===== src/rtl/data_io_pkg.sv =====
// Shared definitions for the processor's BCD input/output conversion paths.
package data_io_pkg;

  typedef enum logic [1:0] {
    IDLE  = 2'd0,
    CHECK = 2'd1,
    SHIFT = 2'd2,
    SIGN  = 2'd3
  } in_state_t;

  localparam int NDIG_DEF    = 8;
  localparam int DIG_MAX     = 9;
  localparam int SHIFT_ITERS = 32;

endpackage


===== src/rtl/bcd_digit_adjust.sv =====
// Reverse double-dabble correction for one BCD digit: d >= 8 becomes d - 3.
module bcd_digit_adjust (
  input  logic [3:0] i_d,
  output logic [3:0] o_d
);

  assign o_d = (i_d >= 4'd8) ? (i_d - 4'd3) : i_d;

endmodule


===== src/rtl/data_input.sv =====
// Sequential BCD-to-binary converter for the IN path: reverse double dabble, one bit per clock.
// Handshake: start is sampled only in IDLE; busy is high from the accepting edge until done;
// done is a one-cycle pulse per accepted request; erro accompanies done on an invalid digit.
module data_input
  import data_io_pkg::*;
#(
  parameter int NDIG = NDIG_DEF
) (
  input  logic              clock,
  input  logic              reset,
  input  logic              start,
  input  logic [4*NDIG-1:0] bcd_in,
  input  logic              neg,
  output logic [31:0]       valor,
  output logic              busy,
  output logic              done,
  output logic              erro,
  output in_state_t         state_dbg
);

  in_state_t         r_state;
  in_state_t         w_next;
  logic [4:0]        r_cnt;
  logic [4*NDIG-1:0] r_bcd;
  logic [31:0]       r_bin;
  logic              r_neg;
  logic [31:0]       r_valor;
  logic              r_done;
  logic              r_erro;

  logic [4*NDIG-1:0] w_bcd_shr;
  logic [4*NDIG-1:0] w_bcd_adj;
  logic [31:0]       w_bin_shr;
  logic              w_bad;
  logic              w_last;

  assign w_bcd_shr = r_bcd >> 1;
  assign w_bin_shr = {r_bcd[0], r_bin[31:1]};
  assign w_last    = (r_cnt == 5'(SHIFT_ITERS - 1));

  for (genvar g = 0; g < NDIG; g++) begin : g_adj
    bcd_digit_adjust u_adj (
      .i_d (w_bcd_shr[4*g +: 4]),
      .o_d (w_bcd_adj[4*g +: 4])
    );
  end

  always_comb begin
    w_bad = 1'b0;
    for (int i = 0; i < NDIG; i++) begin
      if (r_bcd[4*i +: 4] > 4'(DIG_MAX)) w_bad = 1'b1;
    end
  end

  always_comb begin
    w_next = r_state;
    case (r_state)
      IDLE:    if (start) w_next = CHECK;
      CHECK:   w_next = w_bad ? IDLE : SHIFT;
      SHIFT:   if (w_last) w_next = SIGN;
      SIGN:    w_next = IDLE;
      default: w_next = IDLE;
    endcase
  end

  always_ff @(posedge clock or posedge reset) begin
    if (reset) r_state <= IDLE;
    else       r_state <= w_next;
  end

  always_ff @(posedge clock or posedge reset) begin
    if (reset) begin
      r_cnt   <= '0;
      r_bcd   <= '0;
      r_bin   <= '0;
      r_neg   <= 1'b0;
      r_valor <= '0;
      r_done  <= 1'b0;
      r_erro  <= 1'b0;
    end else begin
      r_done <= 1'b0;
      case (r_state)
        IDLE: begin
          if (start) begin
            r_bcd  <= bcd_in;
            r_neg  <= neg;
            r_bin  <= '0;
            r_erro <= 1'b0;
            r_cnt  <= '0;
          end
        end
        CHECK: begin
          if (w_bad) begin
            r_erro <= 1'b1;
            r_done <= 1'b1;
          end
        end
        SHIFT: begin
          r_bcd <= w_bcd_adj;
          r_bin <= w_bin_shr;
          r_cnt <= r_cnt + 5'd1;
        end
        SIGN: begin
          // ~0 + 1 wraps to 0, so negative zero needs no special case.
          r_valor <= r_neg ? (~r_bin + 32'd1) : r_bin;
          r_done  <= 1'b1;
        end
        default: ;
      endcase
    end
  end

  assign valor     = r_valor;
  assign busy      = (r_state != IDLE);
  assign done      = r_done;
  assign erro      = r_erro;
  assign state_dbg = r_state;

endmodule

===== config.mk =====
export PLATFORM = sky130hd
export DESIGN_NAME = data_input
export DESIGN_NICKNAME = d
export VERILOG_FILES = /design/src/rtl/data_io_pkg.sv /design/src/rtl/bcd_digit_adjust.sv /design/src/rtl/data_input.sv
export SDC_FILE = /design/constraint.sdc
export NUM_CORES = 1
export LEC_CHECK = 0
export CORE_MARGIN = 5
export CORE_UTILIZATION = 50
export DETAILED_ROUTE_END_ITERATION = 12
export PLACE_DENSITY = 0.73
export SYNTH_ARGS = -nofsm -noshare
export SYNTH_HDL_FRONTEND = slang
export SYNTH_HIERARCHICAL = 1
export SYNTH_SLANG_ARGS = --single-unit

===== constraint.sdc =====
create_clock -name clock -period 5.4 [get_ports clock]
set_input_delay 1.35 -clock clock [delete_from_list [all_inputs] [get_ports clock]]
set_output_delay 1.35 -clock clock [all_outputs]
set_load 0.005 [all_outputs]

### Word level (Yosys, flattened, before mapping)

Cells that the tools add are included.

* logic and storage cells: 82
* flip-flop bits (word level): 106

* eq/ne operators: 7
* bitwise gates (word level): 1
* add/subtract/negate cells: 10
* reductions and logical operators: 8
* muxes and demuxes: 32
* $lt $le $gt $ge: 16

Operators by type and width (count)
* $pmux 32 s2: 2
* $mux 32: 3
* $add 32x1->32 const B: 1
* $gt 4x4->1 const B: 8
* $mux 4: 8
* $not 32->32: 1
* $ge 4x4->1 const B: 7
* $sub 4x2->4 const B: 7
* $mux 1: 11
* $pmux 5 s2: 1
* $pmux 2 s4: 1
* $mux 2: 3
* $ne 2x2->1 const B: 3
* $reduce_and 2->1: 3
* $reduce_bool 2->1: 3
* $add 5x1->5 const B: 1
* $eq 5x5->1 const B: 1
* $mux 5: 1
* $eq 2x2->1 const B: 2
* $ge 3x4->1 const B: 1
* $pmux 1 s2: 2
* $sub 3x2->4 const B: 1
* $reduce_and 3->1: 1
* $eq 2x1->1 const B: 1
* $logic_not 2->1: 1

### Longest topological paths before layout

* depth in word-level cells: 11
* depth in mapped cells: 7
* depth with buffers taken out: 7

### Modules after synthesis

Netlist, hierarchy kept.

Modules (own cells, without submodules)
* data_input: area each 5094.9 um^2, cells an instance 581, seq. area each 2652.5 um^2, times used 1
* bcd_digit_adjust: area each 76.3 um^2, cells an instance 11, seq. area each 0.0 um^2, times used 8

### Worst setup path after synthesis

No wires, ideal clock.

* kind: input to register
* start point: input start
* end point: register r_bcd[10]
* library setup time: 0.082 ns
* buffers on the path: 2
* cell stages on the path: 5
* arrival: 2.276 ns
* path slack: 3.043 ns
* cells stage by stage: and2_1 > clkbuf_1 > buf_1 > nand2_1 > a31oi_1

* word-level cells in the longest chain between the ends: 2

Ends and longest elaborated chain
* start, declared: line data_input.sv:11 `input logic start,`
* $ne 2x2->1 (no line)
* $reduce_and 2->1 (no line)
* end signal, assigned: line data_input.sv:85 `r_bcd <= bcd_in;`
* end signal, assigned: line data_input.sv:99 `r_bcd <= w_bcd_adj;`
* end, declared: line data_input.sv:24 `logic [4*NDIG-1:0] r_bcd;`

Every way passes these cells.
A chain may end at the register's enable or synchronous reset.

### Worst setup path in the final report

* start point: input start
* end point: register r_cnt[2]

* word-level cells in the longest chain between the ends: 2

Ends and longest elaborated chain
* $ne 2x2->1 (no line)
* $reduce_and 2->1 (no line)
* end signal, assigned: line data_input.sv:101 `r_cnt <= r_cnt + 5'd1;`
* end, declared: line data_input.sv:23 `logic [4:0] r_cnt;`

Every way passes these cells.

==> metrics <==
Inserted Diodes 0; Skew-Pair Late Insertion Delay 350 ps; cell family with most CP delay buffers and inverters; DP Wirelength 8229 µm; largest net degree at the start of global routing 81; drt first pass iters 4; antenna violations before repair 0; max incr delay on CP around 680 ps; Cell Area, Synth approximately 5700 µm²; residual DRC count 0; pre-CTS setup slack 2024 ps; synth warn 6; Critical Path AT 3220 ps; Synth area leader dfrtp_1; Final #Nets 775; commonest non-fill, non-tap cells in the layout 185 x nand2_1, 106 x dfrtp_1, 91 x o21ai_0, 72 x clkdlybuf4s50_1, 39 x nor2_1; commonest non-fill, non-tap cell in the layout nand2_1; top-area cell type share of the netlist area 46.49%; FF/Latch Area 2653 µm²; vias in the first global route 4680; std cell rows 39; largest family of logic cells by synthesized area simple AND/OR/NAND/NOR gates; kind of launch point of the worst setup path primary input; Seq/Total Area, Yosys 46.49%; Post-CTS Resized 0; Min Hold Slack 479.4 ps; EDFF count, synth 0; Total Wirelength about 12000 µm; RSZ-0062 raised after global routing no; clock sink count 106; status finished clean; top area cells in the synthesized netlist dfrtp_1 46%, nand2_1 12%, o21ai_0 8.0%; area occupied by multi-input gates approximately 2800 µm²; Die H around 120 µm; post-synthesis compound-gate area fraction 16.03%; Bufs on Longest Clock Path 2; mux share of post-synthesis cell area less than 1%; number of fill cells in the layout 1007; DRT iter0 DRCs 238; slew margin rel. 24.44%; Critical Path RT approximately 5600 ps; # Post-CTS Setup Buffers 0; Tmin final 2994 ps; DRT antenna net count 0; Syn Area/Cell 8.528 µm²; max-slew violation count 0; critical path, cell by cell clkdlybuf4s50_1, and2_2, buf_4, nor2_1, o21ai_0, o21ai_0; post-layout util 60.22%; WL/cell 14.13 µm; hold buffer count at CTS 0; Die ar. approximately 14000 µm²; post-synthesis simple-gate area fraction 21.43%; post-route setup slack 2406 ps; count of different cell masters after synthesis 46; #FFs+latches synth 106; predominant post-synthesis flop cell dfrtp_1; hold crit path type reg2reg; Worst Path Buf+Inv 2; num ports 73; Mapped Cells 669; Max Freq 334.1 MHz; startpoint-to-endpoint class of the critical path in2reg; htree depth 3; port buffer count 72; remaining global-route overflow 0; Final setup viols 0; Worst Skew 6.362 ps; total power 3.314 mW; Layout area overhead 19.50%; chip width 116.8 µm; CP max FO 46; slowest CP cell and2_2; CP endpoint kind register; Avg Vias per Cell 5.381; total track usage 19.34%; first-pass GRT wire length 21500 µm; FFs w/ async S/R, synth 100.0%; TNS Setup 0 ps; CTS tree done; period utilisation layout a little under three fifths; core area between 10000 and 15000 µm²; Power per Cell Area 486.1 nW/µm²; vias 4671; max-cap check violation count 0; Leak 3.061 nW; fraction of layout cells with a size suffix above 1 5.103%; Post-Synth Adder-Cell Area ~4.2%; Max rail drop VDD roughly 0.35 mV; CP dominant cell by count o21ai_0; endpoints failing hold 0; gpl congestion roughly 0.84; Reg clk slew, reported paths 70 ps; worst slew pin tran 1133 ps; CTS root buffer clkbuf_16; XOR/XNOR share of the synthesized area 6.754%; Inserted Clock Buffers 9; effective utilization at floorplan 50.40%
==> synthesized netlist by cell type, drive strengths merged, types with 6 or more instances <==
master    n
xnor2     9
a31oi    32
buf       7
xor2     35
nand3     6
nand2b   10
ha       19
nor2     39
o31ai    11
dfrtp   106
o21ai    93
a21oi     9
nor2b    10
nand2   186
o41ai     6
clkbuf   33
inv      21
==> report_power, final <==
part	switching [mW]	internal, mW	total, mW
registers	0.313	1.06	1.37
clock network	0.287	0.444	0.730
logic	0.615	0.600	1.21
==> final cells by class <==
cell class / instances / share of cell area [%]
Multi-Input combinational cell: 505 / 41.18
Sequential cell: 106 / 38.91
Timing Repair Buffer: 77 / 11.12
Clock buffer: 12 / 3.909
Tap cell: 143 / 2.624
Inverter: 21 / 1.193
Clock inverter: 4 / 1.064
==> tightest hold or removal path: cells and delay by family, from the launching register on <==
family	cells	cell delay, ps
DFF	1	340
AOI/OAI and AO/OA	1	60
and+or+nand+nor	1	50
==> flip-flops by register name (all words and copies together), names as in the netlist, named ones only <==
signal and flops:
r_bcd 32, r_bin 32, valor 32, r_cnt 5, done 1, erro 1, r_neg 1, state_dbg 1
==> worst paths after layout <==
kind | slack, ps | end | from | depth (start not counted)
worst min register to register | 480 | valor[8] | valor[8] | 2
min in group asynchronous | 1570 | valor[5] | reset | 2
max in group asynchronous | 2860 | r_bcd[24] | reset | 3
worst max-delay path | 2410 | r_cnt[2] | start | 6
worst max register to register | 2970 | valor[24] | r_bin[1] | 7
worst min-delay path | 480 | valor[8] | valor[8] | 2
==> metrics by stage <==
step | instance area, µm² | instances
after floorplan | 5720 | 673
after global placement | 6479 | 852
after detailed placement | 6479 | 852
after CTS | 6818 | 868
after global routing | 6818 | 868
final | 6818 | 868
==> logic make-up after synthesis <==
family	count (synthesis)
fa+ha+maj	19
other cells	1
simple gates	278
buf+inv	62
compound gates	157
mux	2
flops	106
xor+xnor	44
==> layer usage <==
metal	vias up	global-route usage [%]	wire (µm)
met4	0	7.263	252
met2	116	31.02	5815
li1	2337	-	-
met3	20	3.393	540
met1	2198	26.43	5658
met5	-	0	0
No activity file was read; power rests on OpenSTA's default activity.
